### config.mk
export PLATFORM = sky130hd
export DESIGN_NAME = fir_mac_sequencer
export DESIGN_NICKNAME = d
export VERILOG_FILES = /design/src/rtl/fir_mac_sequencer.sv
export SDC_FILE = /design/constraint.sdc
export NUM_CORES = 1
export LEC_CHECK = 0
export CORE_ASPECT_RATIO = 1.1
export CORE_UTILIZATION = 29
export CTS_BUF_LIST = sky130_fd_sc_hd__clkbuf_4 sky130_fd_sc_hd__clkbuf_8 sky130_fd_sc_hd__clkbuf_16
export CTS_CLUSTER_SIZE = 10
export DETAILED_ROUTE_END_ITERATION = 12
export PLACE_DENSITY_LB_ADDON = 0.25
export SKIP_LAST_GASP = 1
export SLEW_MARGIN = 30
export SYNTH_ARGS = -nofsm -noshare
export SYNTH_HDL_FRONTEND = slang
export SYNTH_SLANG_ARGS = --single-unit
### constraint.sdc
create_clock -name i_clk -period 5.5 [get_ports i_clk]
set_input_delay 1.1 -clock i_clk [delete_from_list [all_inputs] [get_ports i_clk]]
set_output_delay 1.1 -clock i_clk [all_outputs]
set_load 0.05 [all_outputs]
### src/rtl/fir_mac_sequencer.sv
// rtl/fir_mac_sequencer.sv - time-multiplexed FIR: one shared MAC sequenced across NTAPS taps per sample
// Optional build macro FIR_SAT_EN: saturate the result to OUT_W bits instead of wrapping.
module fir_mac_sequencer #(
    parameter int IN_W   = 8,
    parameter int COEF_W = 8,
    parameter int NTAPS  = 4,
    parameter int ACC_W  = 18,
    parameter int OUT_W  = 16,
    localparam int AW    = (NTAPS > 1) ? $clog2(NTAPS) : 1
) (
    input  logic              i_clk,
    input  logic              i_rst,
    input  logic              i_in_valid,
    input  logic [IN_W-1:0]   i_in_data,
    output logic              o_in_ready,
    input  logic              i_coef_we,
    input  logic [AW-1:0]     i_coef_addr,
    input  logic [COEF_W-1:0] i_coef_data,
    output logic              o_busy,
    output logic [OUT_W-1:0]  o_y,
    output logic              o_y_valid
);

    typedef enum logic [1:0] {S_IDLE, S_MAC, S_DONE} state_t;

    localparam logic [ACC_W-1:0] MAX_OUT = ACC_W'((64'd1 << OUT_W) - 64'd1);

    state_t                   r_state, w_next_state;
    logic [IN_W-1:0]          r_x    [NTAPS];
    logic [COEF_W-1:0]        r_coef [NTAPS];
    logic [ACC_W-1:0]         r_acc;
    logic [AW-1:0]            r_idx;
    logic [OUT_W-1:0]         r_y;
    logic                     r_y_valid;

    logic                     w_accept;
    logic                     w_coef_wr;
    logic                     w_last;
    logic [IN_W+COEF_W-1:0]   w_prod;
    logic [ACC_W-1:0]         w_acc_next;
    logic [OUT_W-1:0]         w_result;

    function automatic logic [COEF_W-1:0] coef_rst(input int k);
        case (k)
            0:       coef_rst = COEF_W'(20);
            1:       coef_rst = COEF_W'(15);
            2:       coef_rst = COEF_W'(10);
            default: coef_rst = '0;
        endcase
    endfunction

    assign w_accept   = (r_state == S_IDLE) && i_in_valid;
    assign w_coef_wr  = (r_state == S_IDLE) && i_coef_we &&
                        ({1'b0, i_coef_addr} < (AW+1)'(NTAPS));
    assign w_last     = (r_state == S_MAC) && (r_idx == AW'(NTAPS-1));
    assign w_prod     = r_coef[r_idx] * r_x[r_idx];
    assign w_acc_next = r_acc + ACC_W'(w_prod);

`ifdef FIR_SAT_EN
    assign w_result = (w_acc_next > MAX_OUT) ? {OUT_W{1'b1}} : w_acc_next[OUT_W-1:0];
`else
    assign w_result = w_acc_next[OUT_W-1:0];
`endif

    always_ff @(posedge i_clk or negedge i_rst) begin
        if (!i_rst) r_state <= S_IDLE;
        else        r_state <= w_next_state;
    end

    always_comb begin
        w_next_state = r_state;
        case (r_state)
            S_IDLE:  if (w_accept) w_next_state = S_MAC;
            S_MAC:   if (w_last)   w_next_state = S_DONE;
            S_DONE:  w_next_state = S_IDLE;
            default: w_next_state = S_IDLE;
        endcase
    end

    // y is loaded on the final MAC edge so it is already valid during the DONE cycle.
    always_ff @(posedge i_clk or negedge i_rst) begin
        if (!i_rst) begin
            for (int k = 0; k < NTAPS; k++) begin
                r_x[k]    <= '0;
                r_coef[k] <= coef_rst(k);
            end
            r_acc     <= '0;
            r_idx     <= '0;
            r_y       <= '0;
            r_y_valid <= 1'b0;
        end else begin
            r_y_valid <= w_last;
            if (w_last) r_y <= w_result;
            if (w_coef_wr) r_coef[i_coef_addr] <= i_coef_data;
            if (w_accept) begin
                for (int k = NTAPS-1; k >= 1; k--) r_x[k] <= r_x[k-1];
                r_x[0] <= i_in_data;
                r_acc  <= '0;
                r_idx  <= '0;
            end else if (r_state == S_MAC) begin
                r_acc <= w_acc_next;
                r_idx <= r_idx + AW'(1);
            end
        end
    end

    assign o_in_ready = (r_state == S_IDLE) && i_rst;
    assign o_busy     = (r_state != S_IDLE);
    assign o_y        = r_y;
    assign o_y_valid  = r_y_valid;

endmodule

# [After elaboration in Yosys (flattened, before gate mapping)]
# Index checks and enable logic that the tools add are counted.
[totals] reg_bits=103 in_bits=22 out_inout_bits=19 elab_cells=50
[classes] add_sub_neg=2 n_mul=1 magnitude_cmp=3 n_eq_ne=4 n_mux=16 bitwise=2 n_reduce_logical=9
[ops] operator="8-bit 2-to-1 mux" n=5
[ops] operator="18-bit 2-to-1 mux" n=2
[ops] operator="8-bit binary-select mux with 2-bit select" n=2
[ops] operator="32-bit bitwise mux" n=1
[ops] operator="18-bit by 16-bit adder with 18-bit output" n=1
[ops] operator="8-bit demux with 2-bit select" n=1
[ops] operator="8-bit by 8-bit multiplier with 16-bit output" n=1
[ops] operator="2-bit 2-to-1 mux" n=4
[ops] operator="3-bit >= comparator (second input constant)" n=2
[ops] operator="2-bit inverter with 3-bit output" n=2
[ops] operator="1-bit logical AND" n=5
[ops] operator="2-bit inequality test (second input constant)" n=2
[ops] operator="2-bit case mux with 2 select lines" n=1
[ops] operator="2-bit nonzero test" n=2
[ops] operator="3-bit by 1-bit < comparator with 1-bit output (second input constant)" n=1
[ops] operator="2-bit by 1-bit adder with 2-bit output (second input constant)" n=1
[ops] operator="2-bit by 1-bit == test with 1-bit output (second input constant)" n=1
[ops] operator="2-bit == test (second input constant)" n=1
[ops] operator="2-bit logical NOT" n=1
[ops] operator="2-bit AND reduction" n=1

# [Depth between registers and ports, before layout]
# Gate-level depths: netlist of run 1.
[depth] depth_word=8 ltp_mapped=19

# [Worst setup path after synthesis of run 1]
# Ideal clock, no wire load.
[synth_path] path_type="reg2reg" start="reg r_idx[0]" end="reg r_acc[14]" setup_ns=0.131 t_arrival_ns=4.952 required_time_ns=5.369 slack_ns=0.417 path_stages_with_launch=17 cell_sequence="dfrtp_1 -> buf_4 -> buf_4 -> mux4_2 -> and2_1 -> fa_1 -> fa_1 -> fa_1 -> inv_1 -> fa_1 -> inv_1 -> ha_1 -> nand3_1 -> a21o_1 -> a31oi_2 -> nor2_1 -> or3_1"
[synth_via] elab_chain_cells=8 word_cells_on_any_way=11
[synth_rtl] item="start: declaration" line="32" text="logic [AW-1:0] r_idx;"
[synth_rtl] item="start signal: assignment" line="102" text="r_idx <= r_idx + AW'(1);"
[synth_rtl] item="2-bit inverter with 3-bit output (not written as such) *" line="56" text="assign w_prod = r_coef[r_idx] * r_x[r_idx];"
[synth_rtl] item="8-bit binary-select mux with 2-bit select" line="56"
[synth_rtl] item="8-bit 2-to-1 mux (not written as such) (2 in a row)" line="56"
[synth_rtl] item="8-bit by 8-bit multiplier with 16-bit output *" line="56"
[synth_rtl] item="18-bit by 16-bit adder with 18-bit output *" line="57" text="assign w_acc_next = r_acc + ACC_W'(w_prod);"
[synth_rtl] item="18-bit 2-to-1 mux *" line="100" text="end else if (r_state == S_MAC) begin"
[synth_rtl] item="18-bit 2-to-1 mux *" line="95" text="if (w_accept) begin"
[synth_rtl] item="end signal: assignment" line="101" text="r_acc <= w_acc_next;"
[synth_rtl] item="end: declaration" line="31" text="logic [ACC_W-1:0] r_acc;"
# Every way passes the cells marked *; elsewhere a longest branch is shown, timed or not. The select of a mux whose other input is x is not followed.
# A chain may end at the register's enable or synchronous reset.

# [Worst setup path in the final report of run 1]
# Ends and elaborated chain as after synthesis.

==> results.sh, run 1 <==
export IMPL_rows=58
export IMPL_vias=4528
export IMPL_critPathCaptureType="flop"
export IMPL_status="completed"
export IMPL_grt_busiest_layer="met2"
export IMPL_yosys_area_top_type_share=0.3420
export IMPL_die_area_um2=24080
export IMPL_antennaDiodeCount=0
export IMPL_synth_area_leaders="dfrtp_1 34%, fa_1 15%, mux2_2 11%"
export IMPL_crit_top_cell="fa_1"
export IMPL_synthTopCellsByCount="97 x inv_1, 93 x dfrtp_1, 78 x nand2_1"
export IMPL_gr_usage_met3=0.01877
export IMPL_nNetsFinal=764
export IMPL_cts_tree="built"
export IMPL_ys_async_sr_fraction=1.000
export IMPL_die_h_um=162.7
export IMPL_path_cells="buf_12 > mux4_2 > and2_1 > fa_1 > fa_1 > fa_1 > inv_1 > fa_1 > inv_1 > ha_1 > nand3_1 > a21o_1 > a31oi_2 > nor2_1 > or3_1"
export IMPL_yosys_warnings=0
export IMPL_overflow=0
export IMPL_clkSinkCount=101
export IMPL_max_slew_margin=0.4517
export IMPL_antenna_found_initial=1
export IMPL_cts_max_path_buffers=2
export IMPL_hpwl_um=11490
export IMPL_drt_wl_total_um=14740
export IMPL_synth_top_family_by_area="adder cells"
export IMPL_path_clk_slew_ps=80
export IMPL_rrSetupSlack_ps=300
export IMPL_synthMuxAreaShare=0.1589
export IMPL_postSynthAreaPerCell_um2=11.08
export IMPL_holdBufCountCts=0
export IMPL_worstPathRequired_ps=5740
export IMPL_crit_path_start_kind="flop"
export IMPL_final_setup_viol_count=0
export IMPL_mappedNetlistArea_um2=6804
export IMPL_drt_iter0_drc=234
export IMPL_fp_coreArea_um2=22930
export IMPL_max_freq_ghz=0.1924
export IMPL_rr_endpoint="r_acc[14]"
export IMPL_drc=0
export IMPL_grt_max_degree=56
export IMPL_reg2reg_depth=15
export IMPL_wl_per_cell_um=15.34
export IMPL_root_buffer="clkbuf_16"
export IMPL_cts_buffers=9
export IMPL_synth_xor_area_share=0.01030
export IMPL_drive_gt1_frac=0.1952
export IMPL_synth_adder_area_share=0.2133
export IMPL_synth_most_common_cell="inv_1"
export IMPL_ys_seq_area_frac=0.3729
export IMPL_start_util=0.2967
export IMPL_grt_pass1_wl_um=25040
export IMPL_critical_path_class="reg -> reg"
export IMPL_syn_nets=722
export IMPL_tns_ps=0
export IMPL_synth_seq_cells=101
export IMPL_layout_min_cycle_time_ps=5198
export IMPL_grt_pass1_vias=4882
export IMPL_hp_class="reg -> reg"
export IMPL_synth_cells=614
export IMPL_use_met2=0.2384
export IMPL_rr_startpoint="r_idx[0]"
export IMPL_antenna_left=0
export IMPL_use_met1=0.1639
export IMPL_post_drt_via_cell_ratio=4.712
export IMPL_synth_ff_type="dfrtp_1"
export IMPL_syn_to_final_growth_pct=16.18
export IMPL_first_pass_iters=6
export IMPL_yosys_area_top_type="dfrtp_1"
export IMPL_synth_compound_area_frac=0.06105
export IMPL_synth_edff_count=0
export IMPL_htreeDepth=3
export IMPL_clkLatencyLatePin_ps=360
export IMPL_crit_start="r_idx[0]"
export IMPL_synth_distinct_cells=45
export IMPL_synthSimpleGateAreaFrac=0.1160
export IMPL_cp_arrival_ps=5440
export IMPL_hold_viol_final=0
export IMPL_port_buffers=40
export IMPL_cp_slowest_cell="mux4_2"
export IMPL_gp_congestion=0.8041
export IMPL_fin_skew_ps=8.134
export IMPL_crit_fanout=13
export IMPL_maxCapViolCount=0
export IMPL_track_usage=0.1351
export IMPL_drv_slew=0
export IMPL_cp_slowest_stage_delay_ps=620
export IMPL_dieWidth_um=148.0
export IMPL_post_cts_setup_buffers=0
export IMPL_cts_resized=0
export IMPL_grt_setup_unrepaired="no"
export IMPL_pin_count=41
export IMPL_cp_endpoint="r_acc[14]"
export IMPL_min_period_over_period=0.9450
export IMPL_tightest_slew_ps=818.0
## through the flow
step	setup WS (ps)	instances	hold slack [ps]	cell area, um^2	utilization
floorplan	417.1	614	455.1	6804	-
finish	302.4	961	479.9	7905	0.3447
global placement	358.3	945	469.3	7584	0.3307
global route	31.79	961	495.1	7905	0.3447
detailed placement	307.5	945	464.5	7589	0.3309
CTS	273.7	961	483.5	7905	0.3447
## state kept, by name (all words and copies together) (netlist names)
| signal | flops |
|---|---|
| r_coef | 32 |
| r_x | 32 |
| o_y | 16 |
| r_acc | 16 |
| r_idx | 2 |
| r_state | 2 |
| o_y_valid | 1 |
## final cells by class
class | instances | area (um^2)
Inverter | 98 | 367.9
Fill cell | 2364 | 15030
Timing Repair Buffer | 51 | 493.0
Multi-Input combinational cell | 395 | 3815
Tap cell | 300 | 375.4
Clock buffer | 9 | 225.2
Clock inverter | 7 | 91.34
Sequential cell | 101 | 2537
## critical path, delay by kind of cell, from the launching register on
kind	cells	cell delay (ps)
adder cells (fa/ha/maj)	5	2480
flip-flops	1	400
AND/OR/NAND/NOR	4	780
AO/OA/AOI/OAI	2	530
buffers and inverters	3	260
multiplexers	1	620
## how the worst min path moves through the flow
stage,from,endpoint,slack [ps],cells past startpoint
global placement,o_y[2],o_y[2],470,2
CTS,o_y[2],o_y[2],480,2
floorplan,r_acc[8],r_acc[8],460,2
detailed placement,o_y[2],o_y[2],460,2
finish,o_y[2],o_y[2],480,2
global route,o_y[2],o_y[2],500,2
## placed cells by master, fill, tap and decap left out, types with 6 or more instances in the layout
master            n
o21ai_0          19
dfrtp_1          93
xnor2_1           7
buf_4            11
nand3_1          23
nand2_1          77
nand4_1           9
dfstp_2           8
nor2_1            6
mux4_2           16
inv_1            97
clkdlybuf4s50_1  39
fa_1             50
a21o_1            8
a21oi_1           7
and2_1           31
ha_1             36
clkbuf_16         9
mux2_2           64
## cells by family after synthesis
| group | Yosys count |
|---|---|
| mux | 80 |
| compound gates | 59 |
| buf+inv | 118 |
| simple gates | 162 |
| xor+xnor | 8 |
| flops | 101 |
| fa+ha+maj | 86 |
## metal layers
metal  share of wire  up-vias
li1                -     2112
met1            0.44     2337
met2            0.52       63
met3           0.021       16
met4           0.020        0
met5               0        -
Power of run 1 is not shown: default switching activity piles up to over one toggle a cycle in this logic, so the estimate is an artifact.
==> run 2: changes to the inputs <==
--- a/config.mk
+++ b/config.mk
@@ -6,6 +6,7 @@
 export NUM_CORES = 1
 export LEC_CHECK = 0
 export CORE_ASPECT_RATIO = 1.1
+export CORE_MARGIN = 2
 export CORE_UTILIZATION = 29
 export CTS_BUF_LIST = sky130_fd_sc_hd__clkbuf_4 sky130_fd_sc_hd__clkbuf_8 sky130_fd_sc_hd__clkbuf_16
 export CTS_CLUSTER_SIZE = 10
==> run 2 against run 1 <==
Net effect:
- flip-flop and latch count did not move
- die area rose by 2.6%
- hold slack got worse by 0.95 ps
- design area down 0.41%
- sequential share of layout area increased by 0.13 points
- critical path depth stayed put
- global-route usage shrank 0.63 points
- register-to-register slack barely moved
- cell count shrank 0.31%
- non-clock buffer count down 3
- critical path type unchanged
- largest cell class unchanged
==> results.sh, run 2 (synthesis results as in run 1) <==
export IMPL_cts_buffers=9
export IMPL_crit_fanout=17
export IMPL_die_area_um2=24700
export IMPL_drt_wl_total_um=14770
export IMPL_htreeDepth=3
export IMPL_grt_setup_unrepaired="no"
export IMPL_hp_class="reg -> reg"
export IMPL_multi_input_area_um2=3817
export IMPL_wl_per_cell_um=15.42
export IMPL_dieWidth_um=150.0
export IMPL_cts_tree="built"
export IMPL_fp_coreArea_um2=22930
export IMPL_gp_congestion=0.8564
export IMPL_fin_skew_ps=10.35
export IMPL_min_path_cells=2
export IMPL_clkLatencyLatePin_ps=360
export IMPL_holdBufCountCts=0
export IMPL_syn_to_final_growth_pct=15.70
export IMPL_vias=4504
export IMPL_n_fill_cell=2339
export IMPL_start_util=0.2967
export IMPL_gr_usage_met3=0.02210
export IMPL_crit_path_start_kind="flop"
export IMPL_dp_slack_ps=265.8
export IMPL_max_slew_margin=0.4517
export IMPL_nNetsFinal=761
export IMPL_cp_arrival_ps=5450
export IMPL_hold_viol_final=0
export IMPL_use_met1=0.1590
export IMPL_critical_path_class="reg -> reg"
export IMPL_pin_count=41
export IMPL_tns_ps=0
export IMPL_critPathCaptureType="flop"
export IMPL_hold_end="o_y[1]"
export IMPL_tightest_slew_ps=817.9
export IMPL_cts_max_path_buffers=2
export IMPL_final_cell_mix="97 x inv_1, 93 x dfrtp_1, 77 x nand2_1"
export IMPL_grt_pass1_wl_um=24940
export IMPL_grt_pass1_vias=4945
export IMPL_postPlaceCellArea_um2=7569
export IMPL_reg_top3="r_coef x32, r_x x32"
export IMPL_rr_startpoint="r_idx[0]"
export IMPL_layout_min_cycle_time_ps=5212
export IMPL_regArea_um2=2537
export IMPL_rr_endpoint="r_acc[14]"
export IMPL_final_setup_viol_count=0
export IMPL_clkSinkCount=101
export IMPL_overflow=0
export IMPL_rrSetupSlack_ps=290
export IMPL_die_h_um=164.7
export IMPL_fin_ws_ps=287.6
export IMPL_grt_max_degree=64
export IMPL_post_drt_via_cell_ratio=4.701
export IMPL_port_buffers=40
export IMPL_hp_start="o_y[1]"
export IMPL_design_area_um2=7873
export IMPL_status="completed"
export IMPL_antenna_found_initial=0
export IMPL_use_met2=0.2323
export IMPL_worstPathRequired_ps=5740
export IMPL_drc=0
export IMPL_min_period_over_period=0.9477
export IMPL_maxCapViolCount=0
export IMPL_first_pass_iters=6
export IMPL_track_usage=0.1288
export IMPL_antennaDiodeCount=0
export IMPL_grt_busiest_layer="met2"
export IMPL_drt_iter0_drc=249
export IMPL_reg2reg_depth=15
export IMPL_post_cts_setup_buffers=0
export IMPL_max_freq_ghz=0.1919
export IMPL_hpwl_um=11500
export IMPL_cts_resized=0
export IMPL_path_clk_slew_ps=80
export IMPL_drv_slew=0
export IMPL_rows=58
export IMPL_drive_gt1_frac=0.1930
export IMPL_final_common_cell="inv_1"
export IMPL_root_buffer="clkbuf_16"
export IMPL_antenna_left=0
-- run 2: worst max path at each step --
stage / from / to / slack [ps] / cells past startpoint
final: r_idx[0] / r_acc[14] / 290 / 15
after global routing: r_idx[0] / r_acc[14] / 20 / 15
after CTS: r_idx[0] / r_acc[14] / 250 / 15
after detailed placement: r_idx[0] / r_acc[14] / 270 / 15
after global placement: r_idx[0] / r_acc[14] / 330 / 15
after floorplan: r_idx[0] / r_acc[14] / 420 / 16
-- run 2: worst max-delay path, stage by stage, from the launching register on --
cell and delay, ps:
dfrtp_1 410, buf_12 200, mux4_2 610, and2_1 220
fa_1 520, fa_1 520, fa_1 540, inv_1 60
fa_1 530, inv_1 40, ha_1 360, nand3_1 120
a21o_1 230, a31oi_2 290, nor2_1 80, or3_1 360
-- run 2: per-stage QoR --
| stage | hold slack, ps | util | instances |
|---|---|---|---|
| 2_1_floorplan | 455.1 | - | 614 |
| 3_3_place_gp | 468.7 | 0.3297 | 942 |
| 3_5_place_dp | 466.2 | 0.3300 | 942 |
| 4_1_cts | 485.8 | 0.3433 | 958 |
| 5_1_grt | 509.6 | 0.3433 | 958 |
| 6_report | 479.0 | 0.3433 | 958 |
-- run 2: area by class of cell --
cell class                 count  share of cell area
clock buffer                   9             0.02861
clock inverter                 7             0.01001
inverter                      98             0.04673
multi-input combinational    395              0.4849
sequential                   101              0.3223
tap                          300             0.04768
timing repair buffer          48             0.05976
-- run 2: per-layer routing --
layer,routed length (um),share of wire
met5,0,0
met4,157,0.011
met3,432,0.029
met2,7803,0.53
met1,6376,0.43
Power of run 2 is left out for the same reason.
==> run 3: changes to the inputs <==
==> constraint.sdc (replaced) <==
create_clock -name i_clk -period 4.5 [get_ports i_clk]
set_input_delay 0.9 -clock i_clk [delete_from_list [all_inputs] [get_ports i_clk]]
set_output_delay 0.9 -clock i_clk [all_outputs]
set_load 0.05 [all_outputs]
==> run 3 against run 2 <==
Net effect:
- first-iteration DRC count decreased by 28%
- highest routed layer unchanged
- the run now ends with setup timing left
- critical path type unchanged
- design area increased by 13%
- setup slack got worse by 710 ps
- largest cell class unchanged
==> results.sh, run 3 (synthesis results as in run 1) <==
export IMPL_status="finished, violations left"
export IMPL_violations="setup timing"
export IMPL_tightest_slew_ps=780.4
export IMPL_root_buffer="clkbuf_16"
export IMPL_maxCapViolCount=0
export IMPL_cts_max_path_buffers=2
export IMPL_grt_pass1_wl_um=25620
export IMPL_vias=4880
export IMPL_start_util=0.2967
export IMPL_cts_buffers=9
export IMPL_die_h_um=164.7
export IMPL_min_period_over_period=1.093
export IMPL_post_drt_via_cell_ratio=4.701
export IMPL_hold_viol_final=0
export IMPL_holdBufCountCts=0
export IMPL_overflow=0
export IMPL_path_clk_slew_ps=70
export IMPL_syn_to_final_growth_pct=30.97
export IMPL_placedCellCount=1001
export IMPL_nNetsFinal=841
export IMPL_drive_gt1_frac=0.3631
export IMPL_die_area_um2=24700
export IMPL_hpwl_um=12150
export IMPL_n_fill_cell=2263
export IMPL_dieWidth_um=150.0
export IMPL_hp_class="reg -> reg"
export IMPL_port_buffers=40
export IMPL_critPathCaptureType="flop"
export IMPL_drc=0
export IMPL_max_slew_margin=0.4769
export IMPL_hold_ws_ps=470.6
export IMPL_final_common_cell="dfrtp_1"
export IMPL_final_cell_mix="92 x dfrtp_1, 88 x inv_1, 74 x buf_4"
export IMPL_fp_coreArea_um2=22930
export IMPL_reg_top3="r_coef x32, r_x x32"
export IMPL_first_pass_iters=4
export IMPL_drt_wl_total_um=15830
export IMPL_grt_setup_unrepaired="yes"
export IMPL_layout_min_cycle_time_ps=4919
export IMPL_drv_slew=0
export IMPL_final_cells=1038
export IMPL_gp_congestion=0.8611
export IMPL_crit_path_start_kind="flop"
export IMPL_antenna_found_initial=0
export IMPL_drt_iter0_drc=179
export IMPL_cp_slowest_stage_delay_ps=570
export IMPL_wl_per_cell_um=15.25
export IMPL_track_usage=0.1331
export IMPL_cp_slowest_cell="mux4_2"
export IMPL_antenna_left=0
export IMPL_htreeDepth=3
export IMPL_antennaDiodeCount=0
export IMPL_clkLatencyLatePin_ps=370
export IMPL_crit_top_cell="fa_1"
export IMPL_max_freq_ghz=0.2033
export IMPL_crit_fanout=5
export IMPL_cts_tree="built"
export IMPL_fin_ws_ps=-419.0
export IMPL_cp_arrival_ps=5170
export IMPL_fin_skew_ps=10.30
export IMPL_grt_max_degree=59
export IMPL_clkSinkCount=101
export IMPL_grt_pass1_vias=5129
export IMPL_regArea_um2=2539
export IMPL_rows=58
export IMPL_path_cells="buf_12 > mux4_2 > buf_6 > and2_4 > fa_2 > fa_1 > fa_1 > fa_1 > ha_4 > a21o_1 > a21oi_4 > a21boi_2 > or3_1 > a32o_2"
export IMPL_multi_input_area_um2=4172
export IMPL_design_area_um2=8911
export IMPL_final_setup_viol_count=18
export IMPL_critical_path_class="reg -> reg"
export IMPL_cp_num_buf_inv=2
export IMPL_worstPathRequired_ps=4760
export IMPL_pin_count=41
export IMPL_postPlaceCellArea_um2=8152
export IMPL_crit_family="adder cells"
## run 3: layout make-up
type	instances	share of cell area
Tap cell	300	0.04212
Clock buffer	9	0.02527
Timing Repair Buffer	128	0.1306
Sequential cell	101	0.2849
Clock inverter	7	0.007723
Inverter	98	0.04128
Multi-Input combinational cell	395	0.4681
## run 3: path summary, 6_finish.rpt
kind	endpoint	slack, ps	start	cells after the start
hold reg to reg	o_y[0]	470	o_y[0]	2
hold / removal	o_y[0]	470	o_y[0]	2
max in group asynchronous	r_x[13]	2610	i_rst	3
min in group asynchronous	r_state[0]	680	i_rst	2
setup reg to reg	r_acc[10]	-420	r_idx[0]	14
setup / recovery	r_acc[10]	-420	r_idx[0]	14
## run 3: tightest hold or removal path: cells and delay by family (launching register included)
family	cells	cell delay (ps)
DFF	1	340
and+or+nand+nor	2	100
## run 3: timing repair
action | CTS | global route
pin swaps | 2 | 38
gates resized for setup | 3 | 65
endpoints found under the setup margin | 18 | 22
setup buffers | 3 | 17
hold endpoints to repair | 0 | 0
cloned | 0 | 1
## run 3: through the flow
stage | util | setup WS [ps] | setup TNS (ps)
after floorplan | - | -236.3 | -1040
after CTS | 0.3703 | -409.0 | -5049
after detailed placement | 0.3555 | -441.8 | -5172
final | 0.3886 | -419.0 | -4584
after global placement | 0.3552 | -421.8 | -4613
after global routing | 0.3886 | -563.0 | -7761
## run 3: per-layer routing
metal  share of wire  vias up  track usage
li1                -     2267            -
met1            0.42     2523       0.1651
met2            0.53       70       0.2364
met3           0.030       20      0.02182
met4           0.019        0      0.04202
met5               0        -            0
Power of run 3 is left out for the same reason.
